==> src/rtl/mem_port_arbiter_if.sv <==
// Bus bundle between the memory port arbiter, its two requesters and the memory.
interface mem_port_arbiter_if #(
  parameter int unsigned ADDR_W = 8,
  parameter int unsigned DATA_W = 8
);

  // Fetch side
  logic              if_req;
  logic [ADDR_W-1:0] if_addr;
  logic              if_gnt;
  logic              if_rvalid;
  logic [DATA_W-1:0] if_rdata;
  logic              fetch_stall;

  // Data (memory stage) side
  logic              dm_req;
  logic              dm_we;
  logic [ADDR_W-1:0] dm_addr;
  logic [1:0]        dm_len;
  logic              dm_dir;
  logic [DATA_W-1:0] dm_wdata;
  logic              dm_gnt;
  logic              dm_beat;
  logic              dm_rvalid;
  logic [DATA_W-1:0] dm_rdata;
  logic              dm_done;

  // Memory port
  logic              mem_en;
  logic              mem_we;
  logic [ADDR_W-1:0] mem_addr;
  logic [DATA_W-1:0] mem_wdata;
  logic [DATA_W-1:0] mem_rdata;

  // Arbiter side of the bundle
  modport slave (
    input  if_req, if_addr,
    output if_gnt, if_rvalid, if_rdata, fetch_stall,
    input  dm_req, dm_we, dm_addr, dm_len, dm_dir, dm_wdata,
    output dm_gnt, dm_beat, dm_rvalid, dm_rdata, dm_done,
    output mem_en, mem_we, mem_addr, mem_wdata,
    input  mem_rdata
  );

  // Requester / memory side of the bundle
  modport master (
    output if_req, if_addr,
    input  if_gnt, if_rvalid, if_rdata, fetch_stall,
    output dm_req, dm_we, dm_addr, dm_len, dm_dir, dm_wdata,
    input  dm_gnt, dm_beat, dm_rvalid, dm_rdata, dm_done,
    input  mem_en, mem_we, mem_addr, mem_wdata,
    output mem_rdata
  );

endinterface

==> src/rtl/mem_port_arbiter.sv <==
// Arbiter/sequencer for the single-ported unified instruction/data memory.
// Data bursts (1-4 beats) have priority and hold the port; every finished
// burst leaves a free slot for fetch, then one blank cycle in which dm_req
// is ignored so the requester can drop it.
module mem_port_arbiter #(
  parameter int unsigned ADDR_W = 8,
  parameter int unsigned DATA_W = 8
) (
  input  logic                clk,
  input  logic                reset,
  mem_port_arbiter_if.slave   bus
);

  typedef enum logic [1:0] {
    IDLE     = 2'd0,
    DM_BURST = 2'd1,
    DM_TAIL  = 2'd2
  } state_e;

  typedef enum logic [1:0] {
    TAG_NONE  = 2'd0,
    TAG_FETCH = 2'd1,
    TAG_DATA  = 2'd2
  } tag_e;

  state_e            state_q, state_d;
  tag_e              tag_q, tag_d;
  logic [1:0]        cnt_q, cnt_d;
  logic              blank_q, blank_d;
  logic              cap_we_q, cap_we_d;
  logic              cap_dir_q, cap_dir_d;
  logic [1:0]        cap_len_q, cap_len_d;
  logic [ADDR_W-1:0] cap_base_q, cap_base_d;

  logic              if_gnt_c;
  logic              dm_gnt_c;
  logic              dm_beat_c;
  logic              dm_done_c;
  logic              mem_en_c;
  logic              mem_we_c;
  logic [ADDR_W-1:0] mem_addr_c;
  logic [DATA_W-1:0] mem_wdata_c;
  logic [ADDR_W-1:0] beat_addr_c;
  logic              if_rvalid_c;
  logic              dm_rvalid_c;

  // Address of burst beat k relative to the captured base, wrapping mod 2^ADDR_W
  assign beat_addr_c = cap_dir_q ? (cap_base_q - ADDR_W'(cnt_q))
                                 : (cap_base_q + ADDR_W'(cnt_q));

  // State and sequencing registers
  always_ff @(posedge clk) begin
    if (reset) begin
      state_q    <= IDLE;
      tag_q      <= TAG_NONE;
      cnt_q      <= 2'd0;
      blank_q    <= 1'b0;
      cap_we_q   <= 1'b0;
      cap_dir_q  <= 1'b0;
      cap_len_q  <= 2'd0;
      cap_base_q <= '0;
    end else begin
      state_q    <= state_d;
      tag_q      <= tag_d;
      cnt_q      <= cnt_d;
      blank_q    <= blank_d;
      cap_we_q   <= cap_we_d;
      cap_dir_q  <= cap_dir_d;
      cap_len_q  <= cap_len_d;
      cap_base_q <= cap_base_d;
    end
  end

  // Next-state, port arbitration and memory-port drive
  always_comb begin
    state_d     = state_q;
    tag_d       = TAG_NONE;
    cnt_d       = cnt_q;
    blank_d     = blank_q;
    cap_we_d    = cap_we_q;
    cap_dir_d   = cap_dir_q;
    cap_len_d   = cap_len_q;
    cap_base_d  = cap_base_q;
    if_gnt_c    = 1'b0;
    dm_gnt_c    = 1'b0;
    dm_beat_c   = 1'b0;
    dm_done_c   = 1'b0;
    mem_en_c    = 1'b0;
    mem_we_c    = 1'b0;
    mem_addr_c  = '0;
    mem_wdata_c = '0;

    unique case (state_q)
      IDLE: begin
        blank_d = 1'b0;
        if (bus.dm_req && !blank_q) begin
          dm_gnt_c    = 1'b1;
          dm_beat_c   = 1'b1;
          mem_en_c    = 1'b1;
          mem_we_c    = bus.dm_we;
          mem_addr_c  = bus.dm_addr;
          mem_wdata_c = bus.dm_wdata;
          cap_we_d    = bus.dm_we;
          cap_dir_d   = bus.dm_dir;
          cap_len_d   = bus.dm_len;
          cap_base_d  = bus.dm_addr;
          cnt_d       = 2'd1;
          tag_d       = bus.dm_we ? TAG_NONE : TAG_DATA;
          state_d     = (bus.dm_len != 2'd0) ? DM_BURST : DM_TAIL;
        end else if (bus.if_req) begin
          if_gnt_c   = 1'b1;
          mem_en_c   = 1'b1;
          mem_addr_c = bus.if_addr;
          tag_d      = TAG_FETCH;
        end
      end

      DM_BURST: begin
        dm_beat_c   = 1'b1;
        mem_en_c    = 1'b1;
        mem_we_c    = cap_we_q;
        mem_addr_c  = beat_addr_c;
        mem_wdata_c = bus.dm_wdata;
        tag_d       = cap_we_q ? TAG_NONE : TAG_DATA;
        if (cnt_q == cap_len_q) begin
          state_d = DM_TAIL;
        end else begin
          cnt_d = cnt_q + 2'd1;
        end
      end

      DM_TAIL: begin
        dm_done_c = 1'b1;
        blank_d   = 1'b1;
        cnt_d     = 2'd0;
        state_d   = IDLE;
        if (bus.if_req) begin
          if_gnt_c   = 1'b1;
          mem_en_c   = 1'b1;
          mem_addr_c = bus.if_addr;
          tag_d      = TAG_FETCH;
        end
      end

      default: begin
        state_d = IDLE;
      end
    endcase

    // Nothing leaves the block while reset is held
    if (reset) begin
      if_gnt_c    = 1'b0;
      dm_gnt_c    = 1'b0;
      dm_beat_c   = 1'b0;
      dm_done_c   = 1'b0;
      mem_en_c    = 1'b0;
      mem_we_c    = 1'b0;
      mem_addr_c  = '0;
      mem_wdata_c = '0;
    end
  end

  // Read return steered by the tag registered at issue; a read in flight across reset is dropped
  assign if_rvalid_c = !reset && (tag_q == TAG_FETCH);
  assign dm_rvalid_c = !reset && (tag_q == TAG_DATA);

  // Drive the bus
  assign bus.if_gnt      = if_gnt_c;
  assign bus.if_rvalid   = if_rvalid_c;
  assign bus.if_rdata    = if_rvalid_c ? bus.mem_rdata : '0;
  assign bus.fetch_stall = !reset && bus.if_req && !if_gnt_c;
  assign bus.dm_gnt      = dm_gnt_c;
  assign bus.dm_beat     = dm_beat_c;
  assign bus.dm_rvalid   = dm_rvalid_c;
  assign bus.dm_rdata    = dm_rvalid_c ? bus.mem_rdata : '0;
  assign bus.dm_done     = dm_done_c;
  assign bus.mem_en      = mem_en_c;
  assign bus.mem_we      = mem_we_c;
  assign bus.mem_addr    = mem_addr_c;
  assign bus.mem_wdata   = mem_wdata_c;

  // The port carries at most one requester per cycle
  a_port_exclusive: assert property (@(posedge clk) disable iff (reset)
    !(if_gnt_c && dm_beat_c));

  // dm_done is a single-cycle pulse
  a_done_pulse: assert property (@(posedge clk) disable iff (reset)
    dm_done_c |=> !dm_done_c);

  // Fetch is never granted in the middle of a burst
  a_no_fetch_in_burst: assert property (@(posedge clk) disable iff (reset)
    (state_q == DM_BURST) |-> !if_gnt_c);

endmodule

==> src/flat_wrapper.sv <==
// flat-port wrapper written by rule: the top's interface ports become plain ports
module mem_port_arbiter_flat 
#(
  parameter int unsigned ADDR_W = 8,
  parameter int unsigned DATA_W = 8
)
  (clk, reset, bus_if_req, bus_if_addr, bus_if_gnt, bus_if_rvalid, bus_if_rdata, bus_fetch_stall, bus_dm_req, bus_dm_we, bus_dm_addr, bus_dm_len, bus_dm_dir, bus_dm_wdata, bus_dm_gnt, bus_dm_beat, bus_dm_rvalid, bus_dm_rdata, bus_dm_done, bus_mem_en, bus_mem_we, bus_mem_addr, bus_mem_wdata, bus_mem_rdata);
  mem_port_arbiter_if #(.ADDR_W(ADDR_W), .DATA_W(DATA_W)) bus_i ();
  input  logic clk;
  input  logic reset;
  input wire logic [$bits(bus_i.if_req)-1:0] bus_if_req;
  input wire logic [$bits(bus_i.if_addr)-1:0] bus_if_addr;
  output wire logic [$bits(bus_i.if_gnt)-1:0] bus_if_gnt;
  output wire logic [$bits(bus_i.if_rvalid)-1:0] bus_if_rvalid;
  output wire logic [$bits(bus_i.if_rdata)-1:0] bus_if_rdata;
  output wire logic [$bits(bus_i.fetch_stall)-1:0] bus_fetch_stall;
  input wire logic [$bits(bus_i.dm_req)-1:0] bus_dm_req;
  input wire logic [$bits(bus_i.dm_we)-1:0] bus_dm_we;
  input wire logic [$bits(bus_i.dm_addr)-1:0] bus_dm_addr;
  input wire logic [$bits(bus_i.dm_len)-1:0] bus_dm_len;
  input wire logic [$bits(bus_i.dm_dir)-1:0] bus_dm_dir;
  input wire logic [$bits(bus_i.dm_wdata)-1:0] bus_dm_wdata;
  output wire logic [$bits(bus_i.dm_gnt)-1:0] bus_dm_gnt;
  output wire logic [$bits(bus_i.dm_beat)-1:0] bus_dm_beat;
  output wire logic [$bits(bus_i.dm_rvalid)-1:0] bus_dm_rvalid;
  output wire logic [$bits(bus_i.dm_rdata)-1:0] bus_dm_rdata;
  output wire logic [$bits(bus_i.dm_done)-1:0] bus_dm_done;
  output wire logic [$bits(bus_i.mem_en)-1:0] bus_mem_en;
  output wire logic [$bits(bus_i.mem_we)-1:0] bus_mem_we;
  output wire logic [$bits(bus_i.mem_addr)-1:0] bus_mem_addr;
  output wire logic [$bits(bus_i.mem_wdata)-1:0] bus_mem_wdata;
  input wire logic [$bits(bus_i.mem_rdata)-1:0] bus_mem_rdata;
  assign bus_i.if_req = bus_if_req;
  assign bus_i.if_addr = bus_if_addr;
  assign bus_if_gnt = bus_i.if_gnt;
  assign bus_if_rvalid = bus_i.if_rvalid;
  assign bus_if_rdata = bus_i.if_rdata;
  assign bus_fetch_stall = bus_i.fetch_stall;
  assign bus_i.dm_req = bus_dm_req;
  assign bus_i.dm_we = bus_dm_we;
  assign bus_i.dm_addr = bus_dm_addr;
  assign bus_i.dm_len = bus_dm_len;
  assign bus_i.dm_dir = bus_dm_dir;
  assign bus_i.dm_wdata = bus_dm_wdata;
  assign bus_dm_gnt = bus_i.dm_gnt;
  assign bus_dm_beat = bus_i.dm_beat;
  assign bus_dm_rvalid = bus_i.dm_rvalid;
  assign bus_dm_rdata = bus_i.dm_rdata;
  assign bus_dm_done = bus_i.dm_done;
  assign bus_mem_en = bus_i.mem_en;
  assign bus_mem_we = bus_i.mem_we;
  assign bus_mem_addr = bus_i.mem_addr;
  assign bus_mem_wdata = bus_i.mem_wdata;
  assign bus_i.mem_rdata = bus_mem_rdata;
  mem_port_arbiter #(.ADDR_W(ADDR_W), .DATA_W(DATA_W)) u_core (.clk(clk), .reset(reset), .bus(bus_i));
endmodule
==> config.mk <==
export PLATFORM = sky130hd
export DESIGN_NAME = mem_port_arbiter_flat
export DESIGN_NICKNAME = d
export VERILOG_FILES = /design/src/rtl/mem_port_arbiter_if.sv /design/src/rtl/mem_port_arbiter.sv /design/src/flat_wrapper.sv
export SDC_FILE = /design/constraint.sdc
export NUM_CORES = 1
export LEC_CHECK = 0
export ABC_AREA = 0
export CELL_PAD_IN_SITES_DETAIL_PLACEMENT = 1
export CELL_PAD_IN_SITES_GLOBAL_PLACEMENT = 2
export CORE_MARGIN = 2
export CORE_UTILIZATION = 20
export DETAILED_ROUTE_END_ITERATION = 6
export PLACE_DENSITY_LB_ADDON = 0.1
export SLEW_MARGIN = 20
export SYNTH_ARGS = -nofsm -noshare
export SYNTH_HDL_FRONTEND = slang
export SYNTH_SLANG_ARGS = --single-unit
==> constraint.sdc <==
create_clock -name clk -period 3.1 [get_ports clk]
set_clock_uncertainty 0.15 [all_clocks]
set_input_delay 0.62 -clock clk [delete_from_list [all_inputs] [get_ports clk]]
set_output_delay 0.62 -clock clk [all_outputs]
set_load 0.02 [all_outputs]
==> out/summary.md <==
* 1 — H-tree depth
* 0.315 ns — worst hold slack after final layout
* 0.000278 V — peak ir drop on the vdd network
* 0 — total count of max-transition violations in the final report
* 0.245 — sequential area share after synthesis
* 92.1 µm — height of the die
* 19 — count of clock tree sinks
* 0 — overflow left after global routing
* primary output — capturing element type of the critical path
* flip-flop to flip-flop — class of the worst hold path
* 0.35 ns — largest stage delay on the critical path
* 0.141 — GRT Total Usage
* 3 — number of CTS-inserted buffers
* 1.44 mW — total power consumption of the routed design
* u_core.cnt_q[1] — RR Endpoint
* 0 — number of flops mapped to enable cells by yosys
* 81 — top-level port count
* 5 — DRT Pass-1 Iters
* u_core.cap_base_q[0] — endpoint of the worst hold-timing path
* 2.33 ns — Worst Path Required
* 1.06 — ratio of final minimum period to clock period
* sky130_fd_sc_hd__clkbuf_8 — master cell of the clock root buffer
* u_core.state_q[0] — origin of the critical flop-to-flop path
* 9530 µm — first-pass GRT wire length
* 19 — number of flip-flops and latches in the synthesized netlist
* sky130_fd_sc_hd__dfxtp_1 — library cell with the largest summed area after synthesis
* 262 — Mapped Nets
* 0 — Synth async-reset ratio
* sky130_fd_sc_hd__dfxtp_1 (24%), sky130_fd_sc_hd__and2_1 (9.7%), sky130_fd_sc_hd__ha_1 (9.7%) — top post-synthesis cells by area
* 1.08 ns — reg2reg setup slack
* 2 — deepest clock path buffer count
* flip-flop to primary output — crit path kind
* 3.30 ns — minimum clock period
* 6 — Setup Viol. Count Final
* setup timing — violated checks
* -0.504 ns — pre-CTS worst setup slack
* 2790 µm² — cell area after placement
* 89.9% — Area Overhead vs Synth
* 6130 µm — Total Routed Length
* compound AO/OA/AOI/OAI gates — cell family with the largest share of critical-path delay
* 0.26 ns — Clock Latency Late Sink
* 47 — Cell variety after synth
* 1.55 nW — Pleak
* 209 — gate count after technology mapping
* 0 — Maximum Capacitance Violations
* 80 — port buffer count
* inv_2, ha_4, mux2_4, inv_2, ha_4, nor2b_4, o31a_1, o21a_1, o2111ai_2, o211ai_1, buf_4 — ordered list of cells on the worst path
* u_core.cap_base_q[0] — Min-Delay Startpoint
* 303 MHz — Highest Clock Rate
* 7610 µm² — standard cell core area
* sky130_fd_sc_hd__dfxtp_1 — most instantiated flip-flop cell in the synthesis netlist
* sky130_fd_sc_hd__buf_4 (51), sky130_fd_sc_hd__clkdlybuf4s50_1 (42), sky130_fd_sc_hd__nand2_1 (35) — commonest cells after routing, fill and taps aside
* 0 — hold-fix buffers at CTS
* 2.53 ns — Arrival @ worst endpoint
* 14.2 µm — WL per Instance
* 385 — net count reported at finish
* true — RSZ-0062 raised after global routing
* 0.09 ns — clock-pin slew reported for the worst setup and hold paths after clock tree synthesis
* 18 — pin count of the biggest net entering global routing
* flip-flop — nature of the critical path startpoint
* 92.1 µm — Horiz. Die Dim
* 0 — Synth warnings
* 2950 µm² — Layout Cell Area excl Fill
* 487 nW/µm² — pwr/cell area
* -0.197 ns — final critical-path setup slack
* 0 — post-detailed-route count of antenna-violating nets
* 2 — hold depth
* 1,857 — total vias in the final route
* 8480 µm² — overall die area
* 0.245 — fraction of synthesized cell area taken by the top area cell type
* 1550 µm² — area of the mapped netlist
* 0 — number of failing hold endpoints at the final stage
* 0.254 — share of layout cells above drive strength 1
* 4910 µm — detailed placement HPWL
* 7.43 µm² — mean cell area of the mapped netlist
* 1,896 — vias in the first global route
* 0.817 — GPL Wtd Cong
* 0 — antenna violations before repair
* sky130_fd_sc_hd__dfxtp_2 — cell with the largest stage delay on the worst path
* 3 — Max FO, Critical Path
* sky130_fd_sc_hd__buf_4 — most common library cell in the layout ignoring fill and taps
* 3 — count of buffer and inverter cells on the critical path
* 0.315 ns — transition at the pin with the smallest max-transition slack
* 0.788 — worst slew slack as a fraction of its limit
* complete, but fails checks — status
* 32 — Core Rows
* done — TritonCTS clock tree
* 27 — number of DRC markers in iteration 0
* 0.388 — final core area utilization
* 0 — antenna diode instance count
* 0 — Remaining DRCs
* 7 — worst reg2reg path depth
* 4.29 — vias per inst
* 0.204 — starting density of the core
-- sequential cells by signal (all words and copies together) (netlist names) --
name and count:
u_core.cap_len_q 2, u_core.tag_q 2, u_core.cap_dir_q 1, u_core.state_q 2
u_core.cnt_q 2, u_core.cap_base_q 8, u_core.cap_we_q 1, u_core.blank_q 1
-- report_power, final --
part,internal [mW],leakage [nW],switching [mW]
sequential,0.278,0.157,0.0245
clock,0.0909,0.0217,0.101
combinational,0.488,1.37,0.452
-- synth_stat cells, types with 2 or more instances --
cell type / n
sky130_fd_sc_hd__nor3_1: 4
sky130_fd_sc_hd__nor2b_1: 5
sky130_fd_sc_hd__a31oi_1: 4
sky130_fd_sc_hd__clkbuf_1: 6
sky130_fd_sc_hd__a21boi_0: 2
sky130_fd_sc_hd__nand3b_1: 2
sky130_fd_sc_hd__inv_1: 11
sky130_fd_sc_hd__o21a_1: 4
sky130_fd_sc_hd__nand2b_1: 3
sky130_fd_sc_hd__and2_1: 24
sky130_fd_sc_hd__nand3_1: 2
sky130_fd_sc_hd__nand2_1: 35
sky130_fd_sc_hd__o31a_1: 2
sky130_fd_sc_hd__nor3b_2: 2
sky130_fd_sc_hd__dfxtp_1: 19
sky130_fd_sc_hd__xor2_1: 2
sky130_fd_sc_hd__nor2_1: 14
sky130_fd_sc_hd__o21ai_0: 9
sky130_fd_sc_hd__buf_2: 3
sky130_fd_sc_hd__xnor2_1: 2
sky130_fd_sc_hd__a21oi_1: 17
sky130_fd_sc_hd__ha_1: 12
-- kinds of logic (layout without fill, tap and decap cells) --
kind of cell               count (synthesis)  in the layout  synth area share
AOI/OAI and AO/OA                         48             48             0.197
xor gates and xnor gates                   4              4            0.0226
adders and majority gates                 13             13             0.110
buffers and inverters                     20            142            0.0508
DFF                                       19             19             0.245
muxes                                      3              3            0.0234
and+or+nand+nor                          102            102             0.351
-- worst reg2reg max path: cells and delay by family, from the launching register on --
family	cells	cell delay, ns
adder cells (fa/ha/maj)	1	0.27
buffers and inverters	2	0.21
multiplexers	1	0.31
AND/OR/NAND/NOR	3	0.62
flip-flops	1	0.40
-- metrics by stage --
stage / TNS (ns) / instances
3_5_place_dp: -4.63 / 425
3_3_place_gp: -4.31 / 425
6_report: -0.867 / 433
2_1_floorplan: 0 / 209
5_1_grt: -1.47 / 433
4_1_cts: -1.05 / 431
-- cell type report --
type                       instances  area (µm²)
clock buffer                       3        41.3
clock inverter                     1        7.51
fill                             937        4660
inverter                          11        41.3
multi-input combinational        170        1180
sequential                        19         383
tap                              102         128
timing repair buffer             127        1170
-- per-layer routing --
layer  wire length (µm)  global-route usage  vias to the layer above  part of all wire
met2               3160               0.246                       17              0.52
li1                   -                   -                      962                 -
met1               2790               0.189                      876              0.46
met3                147              0.0230                        2             0.024
met5                  0                   0                        -                 0
met4                 26              0.0149                        0            0.0042
-- timing repair --
item | CTS | global route
gates resized for setup | 58 | 26
pin swaps | 5 | 6
setup endpoints to repair | 22 | 24
setup buffers | 2 | 2
-- how the worst max path moves through the flow --
stage | end | slack, ns | cells past startpoint | from
finish | bus_mem_addr[5] | -0.20 | 11 | u_core.cnt_q[1]
global route | bus_mem_addr[5] | -0.30 | 11 | u_core.cnt_q[1]
CTS | bus_mem_addr[5] | -0.25 | 11 | u_core.cnt_q[1]
detailed placement | bus_mem_addr[3] | -0.50 | 10 | u_core.cnt_q[0]
global placement | bus_mem_addr[3] | -0.44 | 10 | u_core.cnt_q[0]
floorplan | bus_mem_addr[6] | 0.06 | 9 | u_core.cnt_q[0]
Power figures use the tool's default switching activity.
